## src/rtl/mem_bank_pipe.sv

```systemverilog
// Word memory with byte-enable writes, a self-clearing INIT sweep and an RD_LAT-deep read pipeline.
// Defining MEM_PARITY_EN adds one even-parity bit per byte and reports mismatches on rsp_err.
module mem_bank_pipe #(
   parameter int AWIDTH = 4,
   parameter int DWIDTH = 32,
   parameter int RD_LAT = 2
) (
   input  logic                clk,
   input  logic                rst,
   input  logic                clr,
   input  logic                req_valid,
   output logic                req_ready,
   input  logic                req_we,
   input  logic [AWIDTH-1:0]   req_addr,
   input  logic [DWIDTH-1:0]   req_wdata,
   input  logic [DWIDTH/8-1:0] req_be,
   output logic                rsp_valid,
   output logic [DWIDTH-1:0]   rsp_rdata,
   output logic                rsp_err,
   output logic                init_done
);
   localparam int DEPTH = 2**AWIDTH;
   localparam int NB    = DWIDTH/8;

   typedef enum logic {INIT, IDLE} state_t;

   state_t            state_q, state_d;
   logic [AWIDTH-1:0] cnt_q, cnt_d;

   logic [DWIDTH-1:0] mem_q [DEPTH];

   logic              wr_en;
   logic [AWIDTH-1:0] wr_addr;
   logic [DWIDTH-1:0] wr_data;
   logic [NB-1:0]     wr_be;
   logic              rd_fire;

   logic [RD_LAT-1:0] vld_q, vld_d;
   logic [DWIDTH-1:0] dat_q [RD_LAT];
   logic [DWIDTH-1:0] dat_d [RD_LAT];

   always_comb begin
      state_d   = state_q;
      cnt_d     = cnt_q;
      req_ready = 1'b0;
      init_done = 1'b0;
      case (state_q)
         INIT: begin
            cnt_d = cnt_q + 1'b1;
            if (clr) begin
               cnt_d = '0;
            end else if (cnt_q == AWIDTH'(DEPTH-1)) begin
               state_d = IDLE;
               cnt_d   = '0;
            end
         end
         IDLE: begin
            init_done = 1'b1;
            req_ready = !clr;
            if (clr) begin
               state_d = INIT;
               cnt_d   = '0;
            end
         end
         default: state_d = INIT;
      endcase
   end

   assign rd_fire = req_valid && req_ready && !req_we;

   // INIT sweep owns the write port; held off while in reset so storage is untouched by rst.
   always_comb begin
      wr_en   = 1'b0;
      wr_addr = req_addr;
      wr_data = req_wdata;
      wr_be   = req_be;
      if (state_q == INIT) begin
         wr_en   = rst;
         wr_addr = cnt_q;
         wr_data = '0;
         wr_be   = '1;
      end else if (req_valid && req_ready && req_we) begin
         wr_en = 1'b1;
      end
   end

   always_ff @(posedge clk) begin
      if (wr_en) begin
         for (int b = 0; b < NB; b++) begin
            if (wr_be[b]) mem_q[wr_addr][8*b +: 8] <= wr_data[8*b +: 8];
         end
      end
   end

   always_comb begin
      vld_d[0] = rd_fire;
      dat_d[0] = mem_q[req_addr];
      for (int k = 1; k < RD_LAT; k++) begin
         vld_d[k] = vld_q[k-1];
         dat_d[k] = dat_q[k-1];
      end
   end

   always_ff @(posedge clk or negedge rst) begin
      if (!rst) begin
         state_q <= INIT;
         cnt_q   <= '0;
         vld_q   <= '0;
      end else begin
         state_q <= state_d;
         cnt_q   <= cnt_d;
         vld_q   <= vld_d;
      end
   end

   always_ff @(posedge clk) begin
      dat_q <= dat_d;
   end

   assign rsp_valid = vld_q[RD_LAT-1];
   assign rsp_rdata = rsp_valid ? dat_q[RD_LAT-1] : '0;

`ifdef MEM_PARITY_EN
   function automatic logic [NB-1:0] byte_par(input logic [DWIDTH-1:0] d);
      logic [NB-1:0] p;
      for (int b = 0; b < NB; b++) p[b] = ^d[8*b +: 8];
      return p;
   endfunction

   logic [NB-1:0]     par_q [DEPTH];
   logic [NB-1:0]     wr_par;
   logic [RD_LAT-1:0] err_q, err_d;

   assign wr_par = byte_par(wr_data);

   always_ff @(posedge clk) begin
      if (wr_en) begin
         for (int b = 0; b < NB; b++) begin
            if (wr_be[b]) par_q[wr_addr][b] <= wr_par[b];
         end
      end
   end

   // Parity is checked at the read port; the flag then rides along with the data.
   always_comb begin
      err_d[0] = |(par_q[req_addr] ^ byte_par(mem_q[req_addr]));
      for (int k = 1; k < RD_LAT; k++) err_d[k] = err_q[k-1];
   end

   always_ff @(posedge clk) begin
      err_q <= err_d;
   end

   assign rsp_err = rsp_valid & err_q[RD_LAT-1];
`else
   assign rsp_err = 1'b0;
`endif

endmodule

```

## config.mk

```make
export PLATFORM = sky130hd
export DESIGN_NAME = mem_bank_pipe
export DESIGN_NICKNAME = d
export VERILOG_FILES = /design/src/rtl/mem_bank_pipe.sv
export SDC_FILE = /design/constraint.sdc
export NUM_CORES = 1
export LEC_CHECK = 0
export BUFFER_PORTS_ARGS = -buffer_cell sky130_fd_sc_hd__buf_2
export CORE_MARGIN = 5
export CORE_UTILIZATION = 60
export CTS_BUF_LIST = sky130_fd_sc_hd__clkbuf_4
export CTS_CLUSTER_SIZE = 40
export DETAILED_ROUTE_END_ITERATION = 8
export PLACE_DENSITY = 0.84
export SYNTH_ARGS = -nofsm -noshare
export SYNTH_HDL_FRONTEND = slang
export SYNTH_SLANG_ARGS = --single-unit
```

## constraint.sdc

```tcl
create_clock -name clk -period 2.4 [get_ports clk]
set_input_delay 0.12 -clock clk [delete_from_list [all_inputs] [get_ports clk]]
set_output_delay 0.12 -clock clk [all_outputs]
set_load 0.1 [all_outputs]
```

=== After elaboration in Yosys (flattened, before gate mapping) ===
Memories as Yosys holds them, arrays and structs flattened. A register that Yosys moved wholly into a read port is not among the register bits.
Cells that the tools add are included.

* Add/subtract/negate cells: 1
* Equality and inequality tests: 2
* Mux-type cells: 28
* Bitwise logic cells: 1
* Reduce and logical (&&, ||, !) cells: 5

{| class="wikitable"
|+ Operator list
! cell !! count
|-
| $mux 32 || 2
|-
| $mux 4 || 5
|-
| $mux 1 || 19
|-
| $pmux 4 s2 || 1
|-
| $add 4x1->4 const B || 1
|-
| $eq 4x4->1 const B || 1
|-
| $logic_and 1x1->1 || 3
|-
| $logic_not 1->1 || 2
|-
| $ne 2x2->1 const B || 1
|-
| $pmux 1 s2 || 1
|-
| $not 1->1 || 1
|}

* Register bits: 39
* RAM bits: 512
* Input port bits: 45
* Output and inout bits: 36
* Memories kept: 1

{| class="wikitable"
|+ Memory list
! name !! words !! width !! rd ports !! clocked after memory_dff !! wr ports !! RTL line !! text
|-
| mem_q || 16 || 32 || 1 || 1 || 1 || 30 || <nowiki>logic [DWIDTH-1:0] mem_q [DEPTH];</nowiki>
|}

=== Longest topological paths before layout ===
Gate-level depths: netlist of the first run.

* Depth in word-level cells: 8
* Mapped depth: 7
* Depth with buffers taken out: 4

=== Worst setup path after synthesis of the first run ===
No wires, ideal clock.

* Kind: reg-to-reg
* Start: register state_q
* End: memory mem_q[10][16], enable pin
* Library setup time: 0.370 ns
* Arrival: 3.062 ns
* Required time: 2.030 ns
* Setup slack: -1.033 ns
* Stages on the path, launching flop included: 6
* Path buffers: 1
* Clock period less this slack: 3.433 ns
* Cell sequence: dfrtp_1 nor2b_2 a32o_2 o21ai_2 buf_2 nor2_1

* Word-level cells in the longest chain between the ends: 7

{| class="wikitable"
|+ RTL lines
! what !! RTL line !! text
|-
| start, declared || 27 || <nowiki>state_t state_q, state_d;</nowiki>
|-
| start signal, assigned || 110 || <nowiki>state_q <= state_d;</nowiki>
|-
| $mux 1 || 47 || <nowiki>case (state_q)</nowiki>
|-
| named net req_ready || 12 || <nowiki>output logic req_ready,</nowiki>
|-
| $logic_and 1x1->1 (2 in a row) || 82 || <nowiki>end else if (req_valid && req_ready && req_we) begin</nowiki>
|-
| $mux 1 || 82 ||
|-
| $mux 1 || 77 || <nowiki>if (state_q == INIT) begin</nowiki>
|-
| $mux 1 || 88 || <nowiki>if (wr_en) begin</nowiki>
|-
| $mux 1 (not written as such) || 90 || <nowiki>if (wr_be[b]) mem_q[wr_addr][8*b +: 8] <= wr_data[8*b +: 8];</nowiki>
|-
| end, declared || 30 ||
|}

The timed path passes the listed nets, and every way through them passes these cells.

=== Worst setup path in the final report of the first run ===
* Start: register state_q
* End: memory mem_q[6][6], enable pin

* Word-level cells in the longest chain between the ends: 7

{| class="wikitable"
|+ RTL lines
! what !! RTL line
|-
| $mux 1 || 47
|-
| $logic_and 1x1->1 (2 in a row) || 82
|-
| $mux 1 || 82
|-
| $mux 1 || 77
|-
| $mux 1 || 88
|-
| $mux 1 (not written as such) || 90
|}

Several ways; a longest one is shown, not always the timed one.

==> results of run 1 <==
## flip-flops by register name, indices dropped and copies added, names as in the netlist
name / flops
mem_q: 512
dat_q: 32
cnt_q: 4
vld_q: 2
state_q: 1
dat_d: 32
## through the flow
step                      setup TNS [ns]  hold WS (ns)  total power, mW  setup WS [ns]  instance area, um2
after floorplan                   -22.84        -0.176             12.0        -0.0677               22200
final                                  0         0.128             20.2         0.0545               25600
after global routing               -1.64         0.110             21.1        -0.0748               25600
after global placement                 0       -0.0123             12.3          0.209               23300
after CTS                              0        0.0685             20.4         0.0338               25600
after detailed placement               0       -0.0106             12.3          0.152               23300
## path summary, 6_finish.rpt
path                            from      endpoint  slack [ns]  cells past startpoint
setup reg to reg             state_q   mem_q[6][6]        0.05                      4
max in group asynchronous        rst       state_q        1.71                      3
min in group asynchronous        rst      vld_q[1]        0.35                      3
hold reg to reg             dat_d[6]      dat_q[6]        0.30                      0
setup / recovery             state_q   mem_q[6][6]        0.05                      4
hold / removal             req_be[3]  mem_q[6][26]        0.13                      4
## kinds of logic (layout without fill, tap and decap cells)
family / after synthesis / after routing / share of synthesized area, %
AO/OA/AOI/OAI: 104 / 104 / 3.60
buffers and inverters: 64 / 420 / 1.78
other: 1 / 2 / 0.0171
adder cells (fa/ha/maj): 1 / 1 / 0.0571
XOR/XNOR: 1 / 1 / 0.0400
AND/OR/NAND/NOR: 227 / 227 / 4.99
multiplexers: 173 / 173 / 12.7
flip-flops: 583 / 583 / 76.8
## cell usage after synthesis (4+ instances only)
library cell / count / area [um2]
edfxtp_1: 512 / 15400
mux2i_1: 89 / 891
a22oi_1: 86 / 646
mux4_2: 84 / 1890
nor2_1: 71 / 267
and2_1: 67 / 419
dfxtp_1: 64 / 1280
nand2_1: 50 / 188
buf_2: 25 / 125
nand3_1: 25 / 125
clkbuf_1: 14 / 52.6
buf_4: 11 / 82.6
buf_6: 7 / 78.8
dfrtp_1: 7 / 175
nor2b_1: 5 / 31.3
a21oi_1: 4 / 20.0
o21ai_2: 4 / 35.0
## metal layers
layer | vias up | global-route usage, %
met3 | 111 | 6.77
met2 | 698 | 39.7
li1 | 5178 | -
met5 | - | 0
met1 | 5984 | 32.8
met4 | 0 | 10.4
## critical path, cell delays in order (launching register included)
cell and delay (ns):
dfrtp_4 0.64, inv_2 0.18, o32ai_2 0.39, nand2_1 0.39
nor2_4 0.38
## where the power goes
part / switching [mW] / leakage, nW / internal (mW)
combinational: 0.545 / 2.65 / 0.404
clock: 3.69 / 1.09 / 4.40
sequential: 0.0651 / 5.15 / 11.1
## area by class of cell
cell class / instances / area (um2)
Timing Repair Buffer: 172 / 1320
Tap cell: 468 / 586
Fill cell: 2131 / 10800
Antenna cell: 1 / 2.50
Sequential cell: 583 / 16800
Clock buffer: 201 / 1510
Inverter: 2 / 7.51
Clock inverter: 45 / 313
Multi-Input combinational cell: 507 / 5000
## what timing repair did
item,4_1_cts,5_1_grt
hold buffers,40,0
setup endpoints to repair,31,60
gates resized for setup,31,1
endpoints found under the hold margin,482,0
==> run_results.csv, run 1 <==
group,metric,value,unit
global_routing,grt_pass1_wl,75100,um
sta,drv_slew,0,
yosys,netlist_area,21900,um2
min_path,hold_path.class,"input port to flip-flop",
global_routing,antenna_found_initial,1,
power_and_ir_drop,peakVddDrop,0.000370,V
sta,clock.fmax,426,MHz
route,dr.pass1.iters,7,
critical_path,cp_data_arrival_time,2.81,ns
critical_path,cp-end-kind,"flip-flop",
global_routing,grt_pass1_vias,12675,
sta,min_period_over_period,97.7,%
placed_design,port_buffers,79,
cells_and_area,drive_gt1_share,32.5,%
route,drt-initial-drc-count,1622,
floorplanning,die-area,40400,um2
route,viasPerCell,6.05,
clock_network,insertion_delay,0.83,ns
clock_network,clk_pin_slew,0.08,ns
critical_path,cp-start-kind,"flip-flop",
sta,timing.slew.headroom,10.5,%
yosys,ys_warn_count,0,
route,wl_per_cell,24.7,um
floorplanning,rows,70,
critical_path,critPathKind,"flip-flop to flip-flop",
clock_network,clockRootBuffer,"clkbuf_4",
cells_and_area,fin_cells,1979,
floorplanning,initial_core_util,60.3,%
clock_network,htreeDepth,4,
route,highest_layer,"met4",
sta,grt_setup_unrepaired,"yes",
sta,hold_violations,0,
clock_network,post_cts_buffers,0,
yosys,avgSynthCellArea,19.0,um2
cells_and_area,post-route-util,70.4,%
route,vias,11971,
placed_design,placed_cells,1692,
clock_network,cts_tree,"yes",
floorplanning,io_pins,81,
sta,finalSetupViolCount,0,
global_routing,overflow,0,
yosys,ys_seq_area_share,76.8,%
clock_network,clock-sinks,583,
critical_path,crit_fanout,28,
flow_run,cap_violations,0,
sta,worst_pin_slew,1.34,ns
sta,skew,0.0482,ns
route,wl_met3,4910,um
cells_and_area,final_common_cell,"edfxtp_1",
clock_network,numCtsBuffers,139,
floorplanning,die_w,201,um
yosys,syn_inst,1154,
cells_and_area,layout_common_cells,"edfxtp_1, clkbuf_4, mux2i_1, a22oi_1, mux4_2",
placed_design,gp_congestion,0.893,
yosys,async_reset_ff_share,1.20,%
cells_and_area,num-nets-final,1451,
route,wl_met1,18000,um
global_routing,grt_usage,24.8,%
route,wirelength,48900,um
yosys,synthDistinctLibCells,40,
sta,fin_crit,2.35,ns
clock_network,cts_buffer_depth,3,
route,wl_met2,24400,um
yosys,synthesis.nets,1200,
outcome,status,"completed",
yosys,synth_edf_count,512,
floorplanning,coreArea,36300,um2
placed_design,dp_hpwl,30600,um
yosys,ys_seq_elements,583,
yosys,synth_flop_cell,"edfxtp_1",
route,drc_errors,0,
global_routing,grt_max_degree,94,
floorplanning,die_y,201,um
critical_path,worstPathRequired,2.86,ns
cells_and_area,synthToLayoutAreaGrowth,16.7,%
power_and_ir_drop,power.density,791,nW/um2
power_and_ir_drop,p_leak,8.89,nW
route,drtAntennaViolNets,0,
Power figures use the tool's default switching activity.
==> run 2: changes to the inputs <==
--- a/config.mk
+++ b/config.mk
@@ -6,12 +6,14 @@
 export NUM_CORES = 1
 export LEC_CHECK = 0
 export BUFFER_PORTS_ARGS = -buffer_cell sky130_fd_sc_hd__buf_2
+export CELL_PAD_IN_SITES_DETAIL_PLACEMENT = 1
+export CELL_PAD_IN_SITES_GLOBAL_PLACEMENT = 1
 export CORE_MARGIN = 5
-export CORE_UTILIZATION = 60
+export CORE_UTILIZATION = 56
 export CTS_BUF_LIST = sky130_fd_sc_hd__clkbuf_4
 export CTS_CLUSTER_SIZE = 40
 export DETAILED_ROUTE_END_ITERATION = 8
-export PLACE_DENSITY = 0.84
+export PLACE_DENSITY = 0.88
 export SYNTH_ARGS = -nofsm -noshare
 export SYNTH_HDL_FRONTEND = slang
 export SYNTH_SLANG_ARGS = --single-unit
==> run 2 against run 1 <==
The flow now finishes with violations (negative setup slack). Worst setup slack got worse by 0.14 ns. Critical path depth rose by 1. Sequential power about the same. Final area increased by 1.4%. Non-clock buffer count grew 11. Critical endpoint is now mem_q[2][0].
==> run_results.csv, run 2 (same netlist as run 1, synthesis figures left out) <==
group,metric,value,unit
min_path,hold_start,"req_be[3]",
sta,timing.slew.headroom,7.42,%
cells_and_area,fin_cells,2058,
cells_and_area,final_common_cell,"edfxtp_1",
critical_path,cpPeakStageDelay,0.56,ns
critical_path,r2r_start,"state_q",
sta,min_period_over_period,103,%
cells_and_area,largest_reg_flops,512,
floorplanning,coreArea,38600,um2
min_path,hold_depth,5,
sta,hold_violations,0,
clock_network,insertion_delay,0.87,ns
critical_path,r2r_cells,5,
route,vias,13625,
outcome,status,"finished with violations",
route,dr.pass1.iters,5,
route,wl_per_cell,34.7,um
clock_network,numCtsBuffers,144,
critical_path,crit_fanout,13,
global_routing,antenna_found_initial,1,
critical_path,path_cells,"or3_1 > o31ai_2 > nand2_1 > nor2_1 > buf_4",
min_path,whs_endpoint,"mem_q[9][28]",
min_path,hold_path.class,"input port to flip-flop",
floorplanning,die_y,208,um
floorplanning,die-area,43200,um2
flow_run,cap_violations,0,
critical_path,cp_data_arrival_time,3.00,ns
sta,finalSetupViolCount,40,
clock_network,clk_pin_slew,0.12,ns
power_and_ir_drop,p_leak,9.05,nW
cells_and_area,num-nets-final,1467,
floorplanning,die_w,208,um
critical_path,critPathSlowestCell,"dfrtp_4",
cells_and_area,layout_common_cells,"edfxtp_1, clkbuf_4, buf_4, mux2i_1, a22oi_1",
floorplanning,io_pins,81,
critical_path,critPathKind,"flip-flop to flip-flop",
clock_network,cts_buffer_depth,3,
route,wirelength,71400,um
critical_path,cp-start-kind,"flip-flop",
sta,fin_crit,2.48,ns
critical_path,path_buf_inv,1,
global_routing,overflow,0,
outcome,violations,"negative setup slack",
global_routing,grt_usage,32.1,%
clock_network,htreeDepth,4,
placed_design,placed_cells,1749,
global_routing,grt_max_degree,96,
sta,clock.fmax,403,MHz
critical_path,worstPathRequired,2.92,ns
floorplanning,initial_core_util,56.7,%
critical_path,ff2ff_setup_slack,-0.08,ns
critical_path,cp-end-kind,"flip-flop",
route,drtAntennaViolNets,0,
global_routing,grt_pass1_vias,14218,
floorplanning,rows,72,
placed_design,dp_hpwl,35900,um
placed_design,gp_congestion,0.829,
critical_path,crit_family,"simple AND/OR/NAND/NOR gates",
clock_network,clock-sinks,583,
sta,skew,0.0582,ns
route,drc_errors,0,
placed_design,port_buffers,79,
clock_network,clockRootBuffer,"clkbuf_4",
cells_and_area,synthToLayoutAreaGrowth,18.3,%
route,drt-initial-drc-count,1922,
sta,finalWorstSetupSlack,-0.0826,ns
power_and_ir_drop,power.density,837,nW/um2
global_routing,grt_pass1_wl,102000,um
sta,worst_pin_slew,1.39,ns
power_and_ir_drop,peakVddDrop,0.000495,V
clock_network,cts_tree,"yes",
critical_path,regToRegEndpoint,"mem_q[2][0]",
route,viasPerCell,6.62,
cells_and_area,drive_gt1_share,33.9,%
sta,tns,-1.74,ns
cells_and_area,top_register,"mem_q",
sta,drv_slew,0,
## run 2: cell count changes in the layout (fill, tap and decap cells not counted), moves of 5 or more
cell | previous run | this run
clkinv_2 | 10 | 4
buf_4 | 81 | 91
clkbuf_4 | 201 | 214
clkinv_1 | 27 | 34
dlygate4sd3_1 | 40 | 35
buf_12 | 3 | 8
## run 2: worst max path at each step
stage | startpoint | endpoint | slack, ns | cells after the start
floorplan | state_q | mem_q[15][16] | -0.07 | 4
global placement | state_q | mem_q[4][3] | 0.26 | 6
detailed placement | state_q | mem_q[11][26] | -0.0009 | 4
CTS | state_q | mem_q[8][7] | 0.04 | 5
global route | state_q | mem_q[2][0] | -0.04 | 5
finish | state_q | mem_q[2][0] | -0.08 | 5
## run 2: tightest hold or removal path: stages
cell	delay [ns]
buf_2	0.10
o21ai_2	0.05
buf_4	0.24
nor2_4	0.17
buf_12	0.14
## run 2: what timing repair did
action                                 CTS  global route
hold buffers                            34             1
cloned                                   0             0
resized for setup                       33             4
endpoints found under the hold margin  345             2
pin swaps                                0            10
setup endpoints to repair               81           104
setup buffers                            0             9
## run 2: per-stage QoR
| stage | setup slack [ns] | utilization [%] | power, mW | hold slack [ns] | area (um2) |
|---|---|---|---|---|---|
| after floorplan | -0.0677 | - | 12.0 | -0.176 | 22200 |
| after global placement | 0.257 | 60.5 | 12.3 | -0.0297 | 23400 |
| after detailed placement | -0.000880 | 60.5 | 12.4 | -0.0278 | 23400 |
| after CTS | 0.0359 | 66.6 | 21.5 | 0.0107 | 25700 |
| after global routing | -0.0375 | 67.1 | 22.4 | 0.0170 | 25900 |
| final | -0.0826 | 67.1 | 21.7 | 0.0638 | 25900 |
## run 2: layout make-up
class | count | area [um2]
tap | 518 | 648
multi-input combinational | 507 | 5020
timing repair buffer | 183 | 1450
fill | 3234 | 12700
clock inverter | 50 | 350
antenna | 1 | 2.50
clock buffer | 214 | 1610
inverter | 2 | 7.51
sequential | 583 | 16800
## run 2: per-layer routing
| metal | track usage [%] | wire length, um |
|---|---|---|
| met5 | 0 | 0 |
| met4 | 14.3 | 3210 |
| met1 | 41.8 | 25600 |
| met2 | 51.4 | 34900 |
| met3 | 8.60 | 7700 |
## run 2: report_power, final
part | switching, mW | internal, mW | leakage, nW
clock network | 4.67 | 4.75 | 1.16
registers | 0.104 | 11.1 | 5.15
logic | 0.658 | 0.406 | 2.73
